--- src/rtl/fetch_unit_pkg.sv ---
// Shared constants for the instruction-fetch stage: reset PC default, word size
// and the architectural PC read offset seen by decode.
package fetch_unit_pkg;

  localparam logic [31:0] DEFAULT_RESET_PC = 32'h0000_0000;
  localparam int          WORD_BYTES       = 4;
  localparam int          PC_READ_OFFSET   = 8;

  // Queue depth doubles as the request credit pool and must wrap its pointers cleanly.
  function automatic bit is_pow2(input int n);
    return (n >= 2) && ((n & (n - 1)) == 0);
  endfunction

endpackage

--- src/rtl/fetch_unit_if.sv ---
// Bus bundle between the fetch stage, instruction memory and decode, plus a
// read-only debug view of the fetch stage's bookkeeping counters.
interface fetch_unit_if #(
  parameter int ADDR_W = 32,
  parameter int CNT_W  = 3
);

  // Handshakes: a transfer happens on a rising clk edge where valid and ready are
  // both high; valid never depends on ready. imem_rsp_valid has no ready and always
  // transfers. PCSrc is a one-cycle command, not a handshake.
  logic              imem_req_valid;
  logic              imem_req_ready;
  logic [ADDR_W-1:0] imem_req_addr;
  logic              imem_rsp_valid;
  logic [31:0]       imem_rsp_data;

  logic              PCSrc;
  logic [ADDR_W-1:0] redirect_pc;

  logic              instr_valid;
  logic              instr_ready;
  logic [31:0]       Instr;
  logic [ADDR_W-1:0] instr_pc;
  logic [ADDR_W-1:0] instr_pc8;

  logic [ADDR_W-1:0] dbg_pc;
  logic [CNT_W-1:0]  dbg_outstanding;
  logic [CNT_W-1:0]  dbg_drop_cnt;
  logic [CNT_W-1:0]  dbg_count;

  modport master (
    output imem_req_valid, imem_req_addr,
    input  imem_req_ready, imem_rsp_valid, imem_rsp_data,
    input  PCSrc, redirect_pc,
    output instr_valid, Instr, instr_pc, instr_pc8,
    input  instr_ready,
    output dbg_pc, dbg_outstanding, dbg_drop_cnt, dbg_count
  );

  modport slave (
    input  imem_req_valid, imem_req_addr,
    output imem_req_ready, imem_rsp_valid, imem_rsp_data,
    output PCSrc, redirect_pc,
    input  instr_valid, Instr, instr_pc, instr_pc8,
    output instr_ready,
    input  dbg_pc, dbg_outstanding, dbg_drop_cnt, dbg_count
  );

endinterface

--- src/rtl/fetch_fifo.sv ---
// In-order instruction queue: synchronous FIFO with push/pop/flush and an
// occupancy count. Flush wins over push and pop in the same cycle.
module fetch_fifo
  import fetch_unit_pkg::*;
#(
  parameter int WIDTH = 64,
  parameter int DEPTH = 4
) (
  input  logic                       clk,
  input  logic                       reset,
  input  logic                       push,
  input  logic                       pop,
  input  logic                       flush,
  input  logic [WIDTH-1:0]           push_data,
  output logic [WIDTH-1:0]           head_data,
  output logic                       head_valid,
  output logic [$clog2(DEPTH+1)-1:0] count
);

  localparam int PTR_W = $clog2(DEPTH);
  localparam int CNT_W = $clog2(DEPTH + 1);

  logic [WIDTH-1:0] mem_q [DEPTH];
  logic [WIDTH-1:0] mem_d [DEPTH];
  logic [PTR_W-1:0] wr_ptr_q, wr_ptr_d;
  logic [PTR_W-1:0] rd_ptr_q, rd_ptr_d;
  logic [CNT_W-1:0] count_q, count_d;
  logic             do_push;
  logic             do_pop;

  assign do_pop  = pop && (count_q != '0);
  // A full queue still accepts a push when the head leaves in the same cycle.
  assign do_push = push && ((count_q != CNT_W'(DEPTH)) || do_pop);

  always_comb begin
    mem_d    = mem_q;
    wr_ptr_d = wr_ptr_q;
    rd_ptr_d = rd_ptr_q;
    count_d  = count_q;
    if (flush) begin
      wr_ptr_d = '0;
      rd_ptr_d = '0;
      count_d  = '0;
    end else begin
      if (do_push) begin
        mem_d[wr_ptr_q] = push_data;
        wr_ptr_d        = wr_ptr_q + PTR_W'(1);
      end
      if (do_pop) begin
        rd_ptr_d = rd_ptr_q + PTR_W'(1);
      end
      count_d = count_q + CNT_W'(do_push) - CNT_W'(do_pop);
    end
  end

  always_ff @(posedge clk) begin
    mem_q <= mem_d;
    if (reset) begin
      wr_ptr_q <= '0;
      rd_ptr_q <= '0;
      count_q  <= '0;
    end else begin
      wr_ptr_q <= wr_ptr_d;
      rd_ptr_q <= rd_ptr_d;
      count_q  <= count_d;
    end
  end

  assign head_data  = mem_q[rd_ptr_q];
  assign head_valid = (count_q != '0);
  assign count      = count_q;

endmodule

--- src/rtl/fetch_unit.sv ---
// Instruction-fetch stage: owns the PC, issues credit-limited word reads, queues
// returned words in order and squashes wrong-path work on a PCSrc redirect.
module fetch_unit
  import fetch_unit_pkg::*;
#(
  parameter int                DEPTH    = 4,
  parameter int                ADDR_W   = 32,
  parameter logic [ADDR_W-1:0] RESET_PC = ADDR_W'(DEFAULT_RESET_PC)
) (
  input  logic         clk,
  input  logic         reset,
  fetch_unit_if.master bus
);

  localparam int                CNT_W        = $clog2(DEPTH + 1);
  localparam int                ENTRY_W      = 32 + ADDR_W;
  localparam logic [ADDR_W-1:0] PC_STEP      = ADDR_W'(WORD_BYTES);
  localparam logic [ADDR_W-1:0] PC_READ_OFF  = ADDR_W'(PC_READ_OFFSET);
  localparam logic [CNT_W:0]    CREDIT_LIMIT = (CNT_W + 1)'(DEPTH);
  localparam bit                DEPTH_OK     = is_pow2(DEPTH);

  logic [ADDR_W-1:0]  pc_q, pc_d;
  logic [ADDR_W-1:0]  resp_pc_q, resp_pc_d;
  logic [CNT_W-1:0]   outstanding_q, outstanding_d;
  logic [CNT_W-1:0]   drop_cnt_q, drop_cnt_d;

  logic [CNT_W-1:0]   fifo_count;
  logic               fifo_valid;
  logic [ENTRY_W-1:0] fifo_head;
  logic [ENTRY_W-1:0] fifo_push_data;
  logic [CNT_W:0]     in_flight;
  logic [ADDR_W-1:0]  redirect_aligned;
  logic               req_valid;
  logic               issue;
  logic               rsp_drop;
  logic               push;
  logic               pop;
  logic               head_valid;

  assign redirect_aligned = {bus.redirect_pc[ADDR_W-1:2], 2'b00};

  // Every request owns a queue slot from issue until decode pops it, so the
  // queue can never overflow.
  assign in_flight = {1'b0, outstanding_q} + {1'b0, fifo_count};
  assign req_valid = !reset && !bus.PCSrc && (in_flight < CREDIT_LIMIT);
  assign issue     = req_valid && bus.imem_req_ready;

  assign rsp_drop       = (drop_cnt_q != '0) || bus.PCSrc;
  assign push           = bus.imem_rsp_valid && !rsp_drop;
  assign fifo_push_data = {bus.imem_rsp_data, resp_pc_q};

  assign head_valid = fifo_valid && !reset;
  assign pop        = head_valid && bus.instr_ready;

  always_comb begin
    pc_d          = pc_q;
    resp_pc_d     = resp_pc_q;
    outstanding_d = outstanding_q - CNT_W'(bus.imem_rsp_valid);
    drop_cnt_d    = drop_cnt_q;
    if (bus.PCSrc) begin
      // Everything still in memory belongs to the old path; recount, never accumulate.
      pc_d       = redirect_aligned;
      resp_pc_d  = redirect_aligned;
      drop_cnt_d = outstanding_d;
    end else begin
      if (issue) begin
        pc_d          = pc_q + PC_STEP;
        outstanding_d = outstanding_d + CNT_W'(1);
      end
      if (bus.imem_rsp_valid && (drop_cnt_q != '0)) begin
        drop_cnt_d = drop_cnt_q - CNT_W'(1);
      end
      if (push) begin
        resp_pc_d = resp_pc_q + PC_STEP;
      end
    end
  end

  always_ff @(posedge clk) begin
    if (reset) begin
      pc_q          <= RESET_PC;
      resp_pc_q     <= RESET_PC;
      outstanding_q <= '0;
      drop_cnt_q    <= '0;
    end else begin
      pc_q          <= pc_d;
      resp_pc_q     <= resp_pc_d;
      outstanding_q <= outstanding_d;
      drop_cnt_q    <= drop_cnt_d;
    end
  end

  fetch_fifo #(
    .WIDTH (ENTRY_W),
    .DEPTH (DEPTH)
  ) u_fifo (
    .clk        (clk),
    .reset      (reset),
    .push       (push),
    .pop        (pop),
    .flush      (bus.PCSrc),
    .push_data  (fifo_push_data),
    .head_data  (fifo_head),
    .head_valid (fifo_valid),
    .count      (fifo_count)
  );

  assign bus.imem_req_valid  = req_valid;
  assign bus.imem_req_addr   = pc_q;
  assign bus.instr_valid     = head_valid;
  assign bus.Instr           = fifo_head[ENTRY_W-1:ADDR_W];
  assign bus.instr_pc        = fifo_head[ADDR_W-1:0];
  assign bus.instr_pc8       = fifo_head[ADDR_W-1:0] + PC_READ_OFF;

  assign bus.dbg_pc          = pc_q;
  assign bus.dbg_outstanding = outstanding_q;
  assign bus.dbg_drop_cnt    = drop_cnt_q;
  assign bus.dbg_count       = fifo_count;

  a_depth_pow2: assert property (@(posedge clk) DEPTH_OK);
  a_credit: assert property (@(posedge clk) disable iff (reset) in_flight <= CREDIT_LIMIT);
  a_drop_le_out: assert property (@(posedge clk) disable iff (reset) drop_cnt_q <= outstanding_q);
  a_pc_aligned: assert property (@(posedge clk) disable iff (reset)
    !head_valid || (bus.instr_pc[1:0] == 2'b00));

endmodule

--- src/flat_wrapper.sv ---
// flat-port wrapper written by rule: the top's interface ports become plain ports
module fetch_unit_flat import fetch_unit_pkg::*;
#(
  parameter int                DEPTH    = 4,
  parameter int                ADDR_W   = 32,
  parameter logic [ADDR_W-1:0] RESET_PC = ADDR_W'(DEFAULT_RESET_PC)
)
  (clk, reset, bus_imem_req_valid, bus_imem_req_addr, bus_imem_req_ready, bus_imem_rsp_valid, bus_imem_rsp_data, bus_PCSrc, bus_redirect_pc, bus_instr_valid, bus_Instr, bus_instr_pc, bus_instr_pc8, bus_instr_ready, bus_dbg_pc, bus_dbg_outstanding, bus_dbg_drop_cnt, bus_dbg_count);
  fetch_unit_if #(.ADDR_W(ADDR_W), .CNT_W(($clog2(DEPTH + 1)))) bus_i ();
  input  logic clk;
  input  logic reset;
  output wire logic [$bits(bus_i.imem_req_valid)-1:0] bus_imem_req_valid;
  output wire logic [$bits(bus_i.imem_req_addr)-1:0] bus_imem_req_addr;
  input wire logic [$bits(bus_i.imem_req_ready)-1:0] bus_imem_req_ready;
  input wire logic [$bits(bus_i.imem_rsp_valid)-1:0] bus_imem_rsp_valid;
  input wire logic [$bits(bus_i.imem_rsp_data)-1:0] bus_imem_rsp_data;
  input wire logic [$bits(bus_i.PCSrc)-1:0] bus_PCSrc;
  input wire logic [$bits(bus_i.redirect_pc)-1:0] bus_redirect_pc;
  output wire logic [$bits(bus_i.instr_valid)-1:0] bus_instr_valid;
  output wire logic [$bits(bus_i.Instr)-1:0] bus_Instr;
  output wire logic [$bits(bus_i.instr_pc)-1:0] bus_instr_pc;
  output wire logic [$bits(bus_i.instr_pc8)-1:0] bus_instr_pc8;
  input wire logic [$bits(bus_i.instr_ready)-1:0] bus_instr_ready;
  output wire logic [$bits(bus_i.dbg_pc)-1:0] bus_dbg_pc;
  output wire logic [$bits(bus_i.dbg_outstanding)-1:0] bus_dbg_outstanding;
  output wire logic [$bits(bus_i.dbg_drop_cnt)-1:0] bus_dbg_drop_cnt;
  output wire logic [$bits(bus_i.dbg_count)-1:0] bus_dbg_count;
  assign bus_imem_req_valid = bus_i.imem_req_valid;
  assign bus_imem_req_addr = bus_i.imem_req_addr;
  assign bus_i.imem_req_ready = bus_imem_req_ready;
  assign bus_i.imem_rsp_valid = bus_imem_rsp_valid;
  assign bus_i.imem_rsp_data = bus_imem_rsp_data;
  assign bus_i.PCSrc = bus_PCSrc;
  assign bus_i.redirect_pc = bus_redirect_pc;
  assign bus_instr_valid = bus_i.instr_valid;
  assign bus_Instr = bus_i.Instr;
  assign bus_instr_pc = bus_i.instr_pc;
  assign bus_instr_pc8 = bus_i.instr_pc8;
  assign bus_i.instr_ready = bus_instr_ready;
  assign bus_dbg_pc = bus_i.dbg_pc;
  assign bus_dbg_outstanding = bus_i.dbg_outstanding;
  assign bus_dbg_drop_cnt = bus_i.dbg_drop_cnt;
  assign bus_dbg_count = bus_i.dbg_count;
  fetch_unit #(.DEPTH(DEPTH), .ADDR_W(ADDR_W), .RESET_PC(RESET_PC)) u_core (.clk(clk), .reset(reset), .bus(bus_i));
endmodule
--- config.mk ---
export PLATFORM = sky130hd
export DESIGN_NAME = fetch_unit_flat
export DESIGN_NICKNAME = d
export VERILOG_FILES = /design/src/rtl/fetch_unit_pkg.sv /design/src/rtl/fetch_unit_if.sv /design/src/rtl/fetch_fifo.sv /design/src/rtl/fetch_unit.sv /design/src/flat_wrapper.sv
export SDC_FILE = /design/constraint.sdc
export NUM_CORES = 1
export LEC_CHECK = 0
export CORE_ASPECT_RATIO = 1.75
export CORE_UTILIZATION = 50
export CTS_CLUSTER_DIAMETER = 30
export DETAILED_ROUTE_END_ITERATION = 6
export PLACE_DENSITY = 0.75
export SYNTH_ARGS = -nofsm -noshare
export SYNTH_HDL_FRONTEND = slang
export SYNTH_SLANG_ARGS = --single-unit
--- constraint.sdc ---
create_clock -name clk -period 6.59 [get_ports clk]
set_clock_uncertainty 0.15 [all_clocks]
set_input_delay 0.659 -clock clk [delete_from_list [all_inputs] [get_ports clk]]
set_output_delay 0.659 -clock clk [all_outputs]
set_load 0.005 [all_outputs]
==> metrics.yaml <==
run_status:
  status: "finished, final reports clean"
layout:
  area_growth_pct: 25.0
  nFillCells: 2076
  nets: 1260
  drive_gt1_share_pct: 12.4
  final_area_um2: 17600
  diodes: 0
  fin_cells: 1567
floorplan:
  die_w_um: 129
  die_y_um: 224
  start_util_pct: 51.3
  core_area_um2: 27400
  dieArea_um2: 28800
  num_rows: 80
  io_pins: 241
routing:
  vias: 8841
  ant_nets: 0
  first_pass_iters: 5
  wl_mm: 30.9
  route.detailed.drc: 0
  drt-initial-drc-count: 472
  detail_route.wl_per_cell_um: 19.7
  vias_per_cell: 5.64
synthesis:
  yosysWarnings: 0
  ys_ff_latch: 321
  synth_top_family_by_area: "simple AND/OR/NAND/NOR gates"
  synth_edf_count: 248
  synth_xor_area_share_pct: 3.67
  synth_top_area_cell: "edfxtp_1"
  synth.area.mux_share_pct: 10.7
  seq_area_frac_synth_pct: 63.3
  synth_flop_cell: "edfxtp_1"
  syn_area_um2: 14100
  postSynthAreaPerCell_um2: 14.5
  synth_adder_area_share_pct: 1.56
  synthSimpleGateAreaFrac_pct: 10.7
  yosys.area.top_type_share_pct: 52.9
  ys_async_sr_fraction_pct: 0
  ys_top_cells_by_count: "248 x edfxtp_1, 73 x dfxtp_1, 60 x nand2_1"
  syn_inst: 973
  synth-compound-area-share_pct: 5.39
  synth.area.top_cells: "edfxtp_1 53%, dfxtp_1 10%, mux4_2 8.6%, buf_4 2.2%, xnor2_1 2.1%"
  yosysMostFrequentCell: "edfxtp_1"
  synth_cell_types: 64
cts:
  clkTransAtPathRegs_ps: 50
  cts_resized: 0
  cts_hold_buffers: 0
  htree_levels: 2
  cts_setup_buffers: 0
  root_buffer: "clkbuf_16"
  clock-sinks: 321
  tritoncts: "yes"
  max-clock-path-buffers: 3
  cts_buffers: 36
  clkLatencyLatePin_ps: 520
global_route:
  grt_max_degree: 60
  grt_pass1_vias: 8718
  grt_pass1_wl_mm: 47.5
  grt_util_all_layers_pct: 21.7
  antenna_found_initial: 0
  grt_overflow: 0
pwr:
  power.leakage_uw: 0.00582
  p_per_area_nw_per_um2: 263
  ir_drop_v: 0.000160
min_path:
  hold_class: "reg2reg"
placement:
  dpl.hpwl_mm: 20.4
  place_area_um2: 16400
  port_buffers: 230
  placed_cells: 1504
  routabilityCongestion: 0.824
critical_path:
  path_class: "reg2out"
  worst-endpoint-arrival_ps: 3900
  start_kind: "flip-flop"
  critPathRequiredTime_ps: 5780
  cp-end-kind: "primary output"
  path_max_fanout: 39
timing:
  worstMarginPinSlew_ps: 1230
  hold_violations: 0
  slew_viol_final: 0
  rsz0062_at_grt: "no"
  clock.fmax_ghz: 0.212
  final-setup-viol-count: 0
  setup_tns_ps: 0
  relSlewSlack_pct: 17.9
  final.period_utilization_pct: 71.5
  fin_crit_ps: 4710
flow_run:
  cap_violations: 0
final timing paths:
path | cells after the start | startpoint | slack [ps] | to
min | 2 | u_core.u_fifo.wr_ptr_q[1] | 340 | u_core.u_fifo.wr_ptr_q[1]
max | 7 | u_core.u_fifo.rd_ptr_q[0] | 1880 | bus_instr_pc8[27]
min reg2reg | 2 | u_core.u_fifo.wr_ptr_q[1] | 340 | u_core.u_fifo.wr_ptr_q[1]
max reg2reg | 6 | u_core.bus.dbg_drop_cnt[0] | 3120 | u_core.u_fifo.mem_q[4]
placed cells by master (no fill, tap or decap), types with 4 or more instances in the layout:
cell	Yosys	routed
and2_2	0	4
clkbuf_1	28	5
mux4_1	8	8
and4_1	8	8
ha_1	16	16
nand4b_1	4	4
nor3_1	31	31
inv_1	29	29
edfxtp_1	248	248
clkbuf_16	0	37
conb_1	1	8
nand2_1	60	60
o21ai_0	26	26
a31oi_1	21	21
a21boi_0	9	9
clkinv_2	0	5
clkdlybuf4s50_1	0	229
xnor2_1	34	34
and3_1	8	8
mux4_2	54	54
inv_6	0	5
a21oi_1	24	24
nand3_1	28	28
a311oi_1	4	4
or3_1	9	9
nor2_1	53	53
dfxtp_1	73	71
and2_1	13	9
nand4_1	23	23
a211oi_1	13	13
nor4_1	6	6
mux2i_1	7	7
buf_4	41	14
xor2_1	25	25
metrics by stage:
stage / power [uW] / setup WS, ps / utilization, % / hold slack, ps
floorplan: 2530 / 2970 / - / 319
global placement: 2740 / 2300 / 59.9 / 329
detailed placement: 2750 / 2280 / 59.9 / 342
CTS: 4670 / 1730 / 64.1 / 349
global route: 4790 / 1540 / 64.1 / 390
finish: 4630 / 1880 / 64.1 / 344
kinds of logic after synthesis:
family | Yosys count
flops | 321
fa+ha+maj | 17
compound gates | 118
simple gates | 269
other cells | 1
buf+inv | 118
xor+xnor | 59
mux | 70
report_power, final:
part	switching (uW)	internal (uW)
clock network	803	1120
logic	181	222
registers	59.5	2240
total	1040	3590
state kept, by name, indices dropped and copies added, names as in the netlist:
name,cells
u_core.bus.dbg_pc,30
u_core.u_fifo.count,3
u_core.u_fifo.rd_ptr_q,2
u_core.u_fifo.wr_ptr_q,2
u_core.u_fifo.mem_q,248
u_core.resp_pc_q,30
u_core.bus.dbg_drop_cnt,3
u_core.bus.dbg_outstanding,3
critical path, stage by stage, from the launching register on:
cell	delay (ps)
dfxtp_4	830
buf_4	600
mux4_2	380
and4_1	390
nand3_4	220
nor3_1	250
xor2_1	190
clkdlybuf4s50_1	520
final cells by class:
type                       count  area, um2  share of cell area (%)
sequential                   321       8910                    50.7
multi-input combinational    541       4550                    25.9
timing repair buffer         244       2400                    13.7
clock buffer                  42        945                    5.37
tap                          369        462                    2.62
clock inverter                21        209                    1.19
inverter                      29        109                   0.619
routing by layer:
layer	GRT usage [%]	routed length, um	vias to the layer above
li1	-	-	4111
met1	25.5	12000	4385
met2	39.7	16700	299
met3	3.22	1480	46
met4	7.48	748	0
met5	0	0	-
(Power assumes the default switching activity.)
